**src/rtl/hydra_pkg.sv**
```systemverilog
// Shared egress definitions: buffer geometry, control-frame fields, FSM states.
package hydra_pkg;

    localparam int DATA_W = 16;
    localparam int DEPTH  = 64;

    localparam int DEST_LSB = 0;
    localparam int DEST_W   = 4;
    localparam int PRIO_LSB = 4;
    localparam int PRIO_W   = 3;
    localparam int LEN_LSB  = 7;
    localparam int LEN_W    = 9;

    typedef enum logic [1:0] {
        ST_IDLE,
        ST_SOP,
        ST_DATA,
        ST_EOP
    } state_e;

endpackage

```
**src/rtl/sync_fifo.sv**
```systemverilog
// Single-clock FIFO with registered read data and occupancy count.
module sync_fifo #(
    parameter int WIDTH = 17,
    parameter int DEPTH = 64
) (
    input  logic                       clk,
    input  logic                       rst,
    input  logic                       push,
    input  logic [WIDTH-1:0]           push_data,
    input  logic                       pop,
    output logic [WIDTH-1:0]           pop_data,
    output logic                       full,
    output logic                       empty,
    output logic [$clog2(DEPTH+1)-1:0] count
);

    localparam int AW = $clog2(DEPTH);
    localparam int CW = $clog2(DEPTH + 1);

    logic [WIDTH-1:0] mem_q [DEPTH];
    logic [AW-1:0]    wr_ptr_q, wr_ptr_d;
    logic [AW-1:0]    rd_ptr_q, rd_ptr_d;
    logic [CW-1:0]    count_q, count_d;
    logic [WIDTH-1:0] pop_data_q, pop_data_d;
    logic             wr_en, rd_en;

    function automatic logic [AW-1:0] bump(input logic [AW-1:0] p);
        return (p == AW'(DEPTH - 1)) ? '0 : p + AW'(1);
    endfunction

    assign full     = (count_q == CW'(DEPTH));
    assign empty    = (count_q == '0);
    assign count    = count_q;
    assign pop_data = pop_data_q;

    always_comb begin
        wr_en      = push && !full;
        rd_en      = pop && !empty;
        wr_ptr_d   = wr_en ? bump(wr_ptr_q) : wr_ptr_q;
        rd_ptr_d   = rd_en ? bump(rd_ptr_q) : rd_ptr_q;
        count_d    = count_q + CW'(wr_en) - CW'(rd_en);
        pop_data_d = rd_en ? mem_q[rd_ptr_q] : pop_data_q;
    end

    always_ff @(posedge clk) begin
        if (rst) begin
            wr_ptr_q   <= '0;
            rd_ptr_q   <= '0;
            count_q    <= '0;
            pop_data_q <= '0;
        end else begin
            wr_ptr_q   <= wr_ptr_d;
            rd_ptr_q   <= rd_ptr_d;
            count_q    <= count_d;
            pop_data_q <= pop_data_d;
        end
    end

    always_ff @(posedge clk) begin
        if (wr_en) mem_q[wr_ptr_q] <= push_data;
    end

endmodule

```
**src/rtl/egress_port.sv**
```systemverilog
// Packet egress: buffers framed words and replays whole packets
// as SOP pulse, data beats, EOP pulse once the sink is ready.
module egress_port
    import hydra_pkg::*;
#(
    parameter int DATA_W = hydra_pkg::DATA_W,
    parameter int DEPTH  = hydra_pkg::DEPTH
) (
    input  logic              clk,
    input  logic              rst,
    input  logic              in_vld,
    input  logic [DATA_W-1:0] in_data,
    input  logic              in_last,
    output logic              in_ready,
    input  logic              ready,
    output logic              rd_sop,
    output logic              rd_vld,
    output logic [DATA_W-1:0] rd_data,
    output logic              rd_eop,
    output logic [DEST_W-1:0] dest_port,
    output logic [PRIO_W-1:0] prior,
    output logic [LEN_W-1:0]  length,
    output logic              busy
);

    localparam int CW = $clog2(DEPTH + 1);
    localparam int FW = DATA_W + 1;

    logic [FW-1:0] fifo_q;
    logic          fifo_full, fifo_empty;
    logic [CW-1:0] fifo_count;
    logic          push, pop, head_last;

    state_e state_q, state_d;
    logic [CW-1:0] pkt_cnt_q, pkt_cnt_d;

    logic              rd_sop_q, rd_sop_d;
    logic              rd_vld_q, rd_vld_d;
    logic              rd_eop_q, rd_eop_d;
    logic              rd_last_q, rd_last_d;
    logic              busy_q, busy_d;
    logic [DATA_W-1:0] rd_data_q, rd_data_d;
    logic [DEST_W-1:0] dest_q, dest_d;
    logic [PRIO_W-1:0] prio_q, prio_d;
    logic [LEN_W-1:0]  len_q, len_d;

    sync_fifo #(
        .WIDTH (FW),
        .DEPTH (DEPTH)
    ) u_fifo (
        .clk       (clk),
        .rst       (rst),
        .push      (push),
        .push_data ({in_last, in_data}),
        .pop       (pop),
        .pop_data  (fifo_q),
        .full      (fifo_full),
        .empty     (fifo_empty),
        .count     (fifo_count)
    );

    assign in_ready  = (fifo_count < CW'(DEPTH));
    assign push      = in_vld && !fifo_full;
    assign head_last = fifo_q[FW-1];

    assign rd_sop    = rd_sop_q;
    assign rd_vld    = rd_vld_q;
    assign rd_data   = rd_data_q;
    assign rd_eop    = rd_eop_q;
    assign dest_port = dest_q;
    assign prior     = prio_q;
    assign length    = len_q;
    assign busy      = busy_q;

    assign pkt_cnt_d = pkt_cnt_q
                     + CW'(push && in_last)
                     - CW'(state_q == ST_EOP);

    // The FIFO read port runs one word ahead of rd_data, so popping
    // stops as soon as the stored-last word reaches the FIFO output.
    always_comb begin
        state_d   = state_q;
        pop       = 1'b0;
        rd_sop_d  = 1'b0;
        rd_vld_d  = 1'b0;
        rd_eop_d  = 1'b0;
        rd_last_d = 1'b0;
        rd_data_d = '0;
        dest_d    = dest_q;
        prio_d    = prio_q;
        len_d     = len_q;
        unique case (state_q)
            ST_IDLE: begin
                if (pkt_cnt_q != '0 && ready && !fifo_empty) begin
                    state_d  = ST_SOP;
                    rd_sop_d = 1'b1;
                    pop      = 1'b1;
                end
            end
            ST_SOP: begin
                state_d   = ST_DATA;
                rd_vld_d  = 1'b1;
                rd_data_d = fifo_q[DATA_W-1:0];
                rd_last_d = head_last;
                pop       = !head_last;
                dest_d    = fifo_q[DEST_LSB +: DEST_W];
                prio_d    = fifo_q[PRIO_LSB +: PRIO_W];
                len_d     = fifo_q[LEN_LSB +: LEN_W];
            end
            ST_DATA: begin
                if (rd_last_q) begin
                    state_d  = ST_EOP;
                    rd_eop_d = 1'b1;
                end else begin
                    rd_vld_d  = 1'b1;
                    rd_data_d = fifo_q[DATA_W-1:0];
                    rd_last_d = head_last;
                    pop       = !head_last;
                end
            end
            ST_EOP: begin
                state_d = ST_IDLE;
            end
            default: begin
                state_d = ST_IDLE;
            end
        endcase
        busy_d = (state_d != ST_IDLE);
    end

    always_ff @(posedge clk) begin
        if (rst) begin
            state_q   <= ST_IDLE;
            pkt_cnt_q <= '0;
            rd_sop_q  <= 1'b0;
            rd_vld_q  <= 1'b0;
            rd_eop_q  <= 1'b0;
            rd_last_q <= 1'b0;
            busy_q    <= 1'b0;
            rd_data_q <= '0;
            dest_q    <= '0;
            prio_q    <= '0;
            len_q     <= '0;
        end else begin
            state_q   <= state_d;
            pkt_cnt_q <= pkt_cnt_d;
            rd_sop_q  <= rd_sop_d;
            rd_vld_q  <= rd_vld_d;
            rd_eop_q  <= rd_eop_d;
            rd_last_q <= rd_last_d;
            busy_q    <= busy_d;
            rd_data_q <= rd_data_d;
            dest_q    <= dest_d;
            prio_q    <= prio_d;
            len_q     <= len_d;
        end
    end

endmodule

```
**config.mk**
```make
export PLATFORM = sky130hd
export DESIGN_NAME = egress_port
export DESIGN_NICKNAME = d
export VERILOG_FILES = /design/src/rtl/hydra_pkg.sv /design/src/rtl/sync_fifo.sv /design/src/rtl/egress_port.sv
export SDC_FILE = /design/constraint.sdc
export NUM_CORES = 1
export LEC_CHECK = 0
export ABC_CLOCK_PERIOD_IN_PS = 3050
export BUFFER_PORTS_ARGS = -buffer_cell sky130_fd_sc_hd__buf_4
export CAP_MARGIN = 20
export CELL_PAD_IN_SITES_DETAIL_PLACEMENT = 0
export CELL_PAD_IN_SITES_GLOBAL_PLACEMENT = 1
export CORE_MARGIN = 2
export CORE_UTILIZATION = 50
export CTS_CLUSTER_DIAMETER = 120
export DETAILED_ROUTE_END_ITERATION = 16
export PLACE_DENSITY_LB_ADDON = 0.1
export SKIP_LAST_GASP = 1
export SLEW_MARGIN = 20
export SYNTH_ARGS = -nofsm -noshare
export SYNTH_HDL_FRONTEND = slang
export SYNTH_SLANG_ARGS = --single-unit
```
**constraint.sdc**
```tcl
create_clock -name clk -period 3.05 [get_ports clk]
set_clock_uncertainty 0.2 [all_clocks]
set_input_delay 0 -clock clk [delete_from_list [all_inputs] [get_ports clk]]
set_output_delay 0 -clock clk [all_outputs]
set_load 0.05 [all_outputs]
```
## Yosys cells after proc, flatten, opt, wreduce, memory -nomap -nowiden

Memories as Yosys holds them, arrays and structs flattened. A register that Yosys moved wholly into a read port is not among the register bits.
Cells that the tools add are included.

- Add/sub/neg operators: 6
- $lt $le $gt $ge: 1
- Equal/unequal tests: 6
- Multiplexer cells: 17
- Bitwise gates (word level): 2
- Reductions and logical operators: 15

Operators with widths:

| cell | number |
|---|---|
| 16-bit case mux with 2 select lines | 1 |
| 16-bit 2-to-1 mux | 1 |
| 7-bit by 1-bit adder with 7-bit output | 2 |
| 7-bit by 1-bit subtractor with 7-bit output | 2 |
| 6-bit by 1-bit adder with 6-bit output (second input constant) | 2 |
| 6-bit equality test (second input constant) | 2 |
| 6-bit 2-to-1 mux | 2 |
| 2-bit case mux with 4 select lines | 1 |
| 7-bit equality test (second input constant) | 1 |
| 7-bit logical NOT | 1 |
| 7-bit less-than comparator (second input constant) | 1 |
| 1-bit 2-to-1 mux | 7 |
| 7-bit nonzero test | 1 |
| 1-bit logical AND | 6 |
| 2-bit equality test (second input constant) | 2 |
| 2-bit 2-to-1 mux | 2 |
| 1-bit case mux with 2 select lines | 2 |
| 2-bit OR reduction | 2 |
| 1-bit logical NOT | 3 |
| 1-bit case mux with 3 select lines | 1 |
| 2-bit by 1-bit equality test with 1-bit output (second input constant) | 1 |
| 2-bit logical NOT | 1 |
| 1-bit inverter | 2 |
| 2-bit nonzero test | 1 |

- Bits in registers: 65
- Memory bits (writable): 1,088
- Bits of input ports: 21
- Memories: 1

Memories:

| name | words | width | rd ports | clocked after memory_dff | write ports | RTL line | source |
|---|---|---|---|---|---|---|---|
| u_fifo.mem_q | 64 | 17 | 1 | 1 | 1 | sync_fifo.sv:20 | `logic [WIDTH-1:0] mem_q [DEPTH];` |

## Longest topological paths before layout

- Depth in word-level cells: 7
- Depth in mapped cells: 17
- Depth with buffers taken out: 16

## Cells and area by module

A second synthesis with hierarchy kept.

- Cell total of the unflattened synthesis: 2,216
- Area, all modules: 45,502.4 um^2

By module, submodules not included:

| module | times used | cells each | area each (um^2) |
|---|---|---|---|
| sync_fifo | 1 | 2,034 | 43,650.6 |
| egress_port | 1 | 182 | 1,851.8 |

## Worst setup path after synthesis

OpenSTA, ideal clock, no wires.

- Path kind: flip-flop to flip-flop
- From: register state_q[0]
- To: register u_fifo.count_q[6], in the netlist u_fifo.count[6]
- Library setup time: 0.070 ns
- Data arrival time: 3.080 ns
- Required time: 2.780 ns
- Path slack: -0.300 ns
- Stages on the path, launching flop included: 18
- Buffers on the path: 1
- Cell sequence: dfxtp_1 > inv_1 > ha_1 > and2b_2 > o21bai_1 > a211o_1 > buf_6 > inv_1 > ha_1 > inv_1 > ha_1 > fa_1 > a21oi_1 > o21bai_1 > a21oi_1 > nor2_1 > or3_1 > a21oi_1

- Word-level cells in the longest chain between the ends: 4
- Elaborated cells on any way between the ends: 6
- Classes of those cells: add/sub: 1; eq/ne: 2; mux: 1; reduce/logical: 2

Ends and longest elaborated chain:

| what | RTL line | source |
|---|---|---|
| start, declared | egress_port.sv:34 | `state_e state_q, state_d;` |
| start signal, assigned | egress_port.sv:145 | `state_q <= state_d;` |
| 2-bit equality test (tied with other cells) | egress_port.sv:92 | `unique case (state_q)` |
| 1-bit case mux with 3 select lines * | egress_port.sv:92 |  |
| 1-bit logical AND * | sync_fifo.sv:38 | `rd_en = pop && !empty;` |
| named net u_fifo.rd_en | sync_fifo.sv:25 | `logic wr_en, rd_en;` |
| 7-bit by 1-bit subtractor with 7-bit output * | sync_fifo.sv:41 | `count_d = count_q + CW'(wr_en) - CW'(rd_en);` |
| end signal, assigned | sync_fifo.sv:54 | `count_q <= count_d;` |
| end, declared | sync_fifo.sv:23 | `logic [CW-1:0] count_q, count_d;` |

Mark *: on every way through the listed nets, which the timed path passes. The rest lies on a longest branch.
A chain may end at the register's enable or synchronous reset.

## Worst setup path in the final report

- From: register pkt_cnt_q[0]
- To: register u_fifo.count_q[6], in the netlist u_fifo.count[6]

- Word-level cells in the longest chain between the ends: 7

Ends and longest elaborated chain:

| what | RTL line | source |
|---|---|---|
| start, declared | egress_port.sv:35 | `logic [CW-1:0] pkt_cnt_q, pkt_cnt_d;` |
| start signal, assigned | egress_port.sv:146 | `pkt_cnt_q <= pkt_cnt_d;` |
| 7-bit nonzero test | egress_port.sv:94 | `if (pkt_cnt_q != '0 && ready && !fifo_empty) begin` |
| 1-bit logical AND (2 in series) | egress_port.sv:94 |  |
| 1-bit 2-to-1 mux | egress_port.sv:94 |  |
| 1-bit case mux with 3 select lines | egress_port.sv:92 |  |
| 1-bit logical AND | sync_fifo.sv:38 |  |
| named net u_fifo.rd_en | sync_fifo.sv:25 |  |
| 7-bit by 1-bit subtractor with 7-bit output | sync_fifo.sv:41 |  |

The timed path passes the listed nets, and every way through them passes these cells.

==> results_dict.tcl <==
set metrics [dict create \
    postLayoutCoreUtil_pct 58.2 \
    hold_viol 0 \
    cp.depth 14 \
    violations "negative setup slack" \
    drt_iter0_markers 2500 \
    crit_path_frequent_cell "a21oi_2" \
    grt-ovfl-total 0 \
    grt_pass1_wl_um 159000 \
    synth_enable_flop_cells 1088 \
    final_cell_mix "edfxtp_1 (1,088), mux2i_1 (289), buf_4 (176), a22oi_1 (153), mux4_2 (144)" \
    rrSetupSlack_ns -0.18 \
    rsz0062_at_grt "yes" \
    crit_slowest_cell "or3_4" \
    numPortBuffers 57 \
    cp_cell_sequence "or3_4, o211ai_1, a211o_1, inv_4, ha_1, inv_1, ha_2, fa_2, a21oi_2, o21bai_1, a21oi_1, nor2_1, or3_1, a21oi_2" \
    antenna_left 0 \
    worst_pin_slew_ns 0.976 \
    drive_gt1_share_pct 22.4 \
    maxCapViolCount 0 \
    cts-buffers-inserted 119 \
    row_count 110 \
    power_density_nw_per_um2 728 \
    vias 23200 \
    cp_data_arrival_time_ns 3.64 \
    pin_count 58 \
    start_util_pct 50.4 \
    slew-limit-headroom_pct 34.7 \
    die_w_um 305 \
    crit_type "register to register" \
    routed_via_density 5.92 \
    dieArea_um2 93200 \
    routedWlPerCell_um 28.2 \
    post-place-ws_ns -0.125 \
    async_reset_ff_share_pct 0 \
    crit_buf_inv 2 \
    power_leakage_nw 16.3 \
    ir_drop_mv 0.482 \
    ys_types 51 \
    finalCritPeriodShare_pct 106 \
    gp_congestion 0.826 \
    synth_top_area_share_pct 72.0 \
    grt_max_degree 65 \
    fin_setup_tns_ns -0.178 \
    synth_ff_type "edfxtp_1" \
    reg2reg_from "pkt_cnt_q[0]" \
    end_kind "register" \
    outcome "complete, but fails checks" \
    r2r_cells 14 \
    drcViolationCount 0 \
    fin_ws_ns -0.178 \
    min_to "length[2]" \
    clk_latency_ns 0.70 \
    hp-class "primary input to register" \
    cts_tree "built" \
    clkTransAtPathRegs_ns 0.06 \
    worstHoldStart "rst" \
    track_usage_pct 23.7 \
    cts_buffer_depth 3 \
    dieHeight_um 305 \
    finalMaxSlewViolations 0 \
    seqCellArea_um2 34300 \
    min_period_ns 3.23 \
    regToRegEndpoint "u_fifo.count[6]" \
    fmax_mhz 310 \
    slowest_delay_ns 0.39 \
    coreArea_um2 90000 \
    syn2layout_area_growth_pct 15.5 \
    cts-root-buf "clkbuf_16" \
    seq_area_frac_synth_pct 75.6 \
    grt_pass1_vias 22800 \
    synthTopCellsByArea "edfxtp_1 (72%), mux4_2 (7.1%), mux2i_1 (6.4%), dfxtp_1 (3.6%), a22oi_1 (2.5%)" \
    synth_nets 2462 \
    layout_commonest_cell "edfxtp_1" \
    cts_num_sinks 1170 \
    fillCellCount 6736 \
    setup_violations 1 \
    drt-total-wl_um 110000 \
    multiInputGateArea_um2 10400 \
    synth_area_per_cell_um2 18.8 \
    critPathLaunchType "register" \
    crit_required_ns 3.47 \
    hpwl_um 63600 \
    yosys.area.top_type "edfxtp_1" \
    synth_area_um2 45400 \
    firstDrtPassIters 5 \
    antenna_found_initial 0 \
    hold_depth 3 \
    htreeDepth 3 \
    fin_nets 2681 \
    cp_max_fo 2 \
    path_delay_family "compound AO/OA/AOI/OAI gates" \
    synth-warning-count 0 \
    synth_cells 2414 \
    synth-seq-cells 1170 \
]
routing by layer:
layer / GRT usage, % / vias up / wire, µm
li1: - / 10100 / -
met1: 36.6 / 12200 / 49600
met2: 36.1 / 786 / 51300
met3: 3.38 / 117 / 7360
met4: 5.32 / 0 / 2050
met5: 0 / - / 0
cell families after synthesis:
logic type	count (synthesis)	share of synthesized area [%]
flip-flops	1170	75.6
multiplexers	442	14.0
AND/OR/NAND/NOR	342	3.52
AO/OA/AOI/OAI	234	3.78
buffers and inverters	181	1.94
adder cells (fa/ha/maj)	27	0.777
XOR/XNOR	18	0.347
worst max-delay path by stage:
stage                 startpoint               to  slack (ns)
CTS                 pkt_cnt_q[0]  u_fifo.count[6]       -0.15
floorplan           pkt_cnt_q[1]  u_fifo.count[6]       -0.02
global route        pkt_cnt_q[0]  u_fifo.count[6]       -0.31
global placement    pkt_cnt_q[0]  u_fifo.count[6]       -0.13
finish              pkt_cnt_q[0]  u_fifo.count[6]       -0.18
detailed placement  pkt_cnt_q[0]  u_fifo.count[6]       -0.13
state kept, by name, summed over array words and instances, names as in the netlist:
register and flops:
rd_last_q 1, rd_vld 1, rd_data 16, rd_eop 1, u_fifo.pop_data 17, busy 1, u_fifo.count 7, rd_sop 1
state_q 2, dest_port 4, u_fifo.rd_ptr_q 6, pkt_cnt_q 7, length 9, prior 3, u_fifo.mem_q 1088, u_fifo.wr_ptr_q 6
cell type report:
cell class	instances	share of cell area, %
Clock inverter	63	0.967
Sequential cell	1170	65.5
Inverter	42	0.306
Timing Repair Buffer	237	4.41
Multi-Input combinational cell	1063	19.8
Clock buffer	164	6.24
Antenna cell	1	0.00477
Tap cell	1176	2.81
synth_stat cells (all sizes together), types with 2 or more instances:
master     n
nor3       5
clkbuf    60
mux2i    289
inv       42
nand3     75
mux4     153
nand2     82
xnor2     10
nand4     20
or3b       2
dfxtp     82
fa         2
or3        4
a22oi    153
edfxtp  1088
a21o       2
o21bai     6
nand2b     2
or2        4
buf       78
o221ai    17
nor2     108
nor2b     13
nand3b     2
and2      20
o21ai      5
ha        25
a21oi     46
xor2       8
power by group:
group	total (mW)	switching (mW)	internal [mW]	leakage (nW)
clock network	13.9	5.94	8.00	1.86
registers	18.1	0.248	17.8	10.5
logic	6.14	3.57	2.57	3.96
worst min-delay path, delay by kind of cell:
family	cells	cell delay (ns)
buf+inv	2	0.79
simple gates	1	0.13
timing repair:
item	in CTS	in global routing
hold buffers	23	0
setup buffers	1	4
hold endpoints to repair	1150	0
pin swaps	3	7
gates cloned	0	0
setup endpoints to repair	2	53
gates resized for setup	1	11
per-stage QoR:
step / power (mW) / area (µm²) / hold slack, ns / std cells
after floorplan: 22.2 / 45400 / -0.101 / 2414
after global placement: 24.3 / 48300 / 0.173 / 3660
after detailed placement: 24.4 / 48300 / 0.169 / 3660
after CTS: 38.3 / 52300 / 0.0226 / 3911
after global routing: 39.5 / 52400 / 0.0693 / 3915
final: 38.2 / 52400 / 0.0687 / 3916
Note: power is estimated with default switching activity, not from simulation.
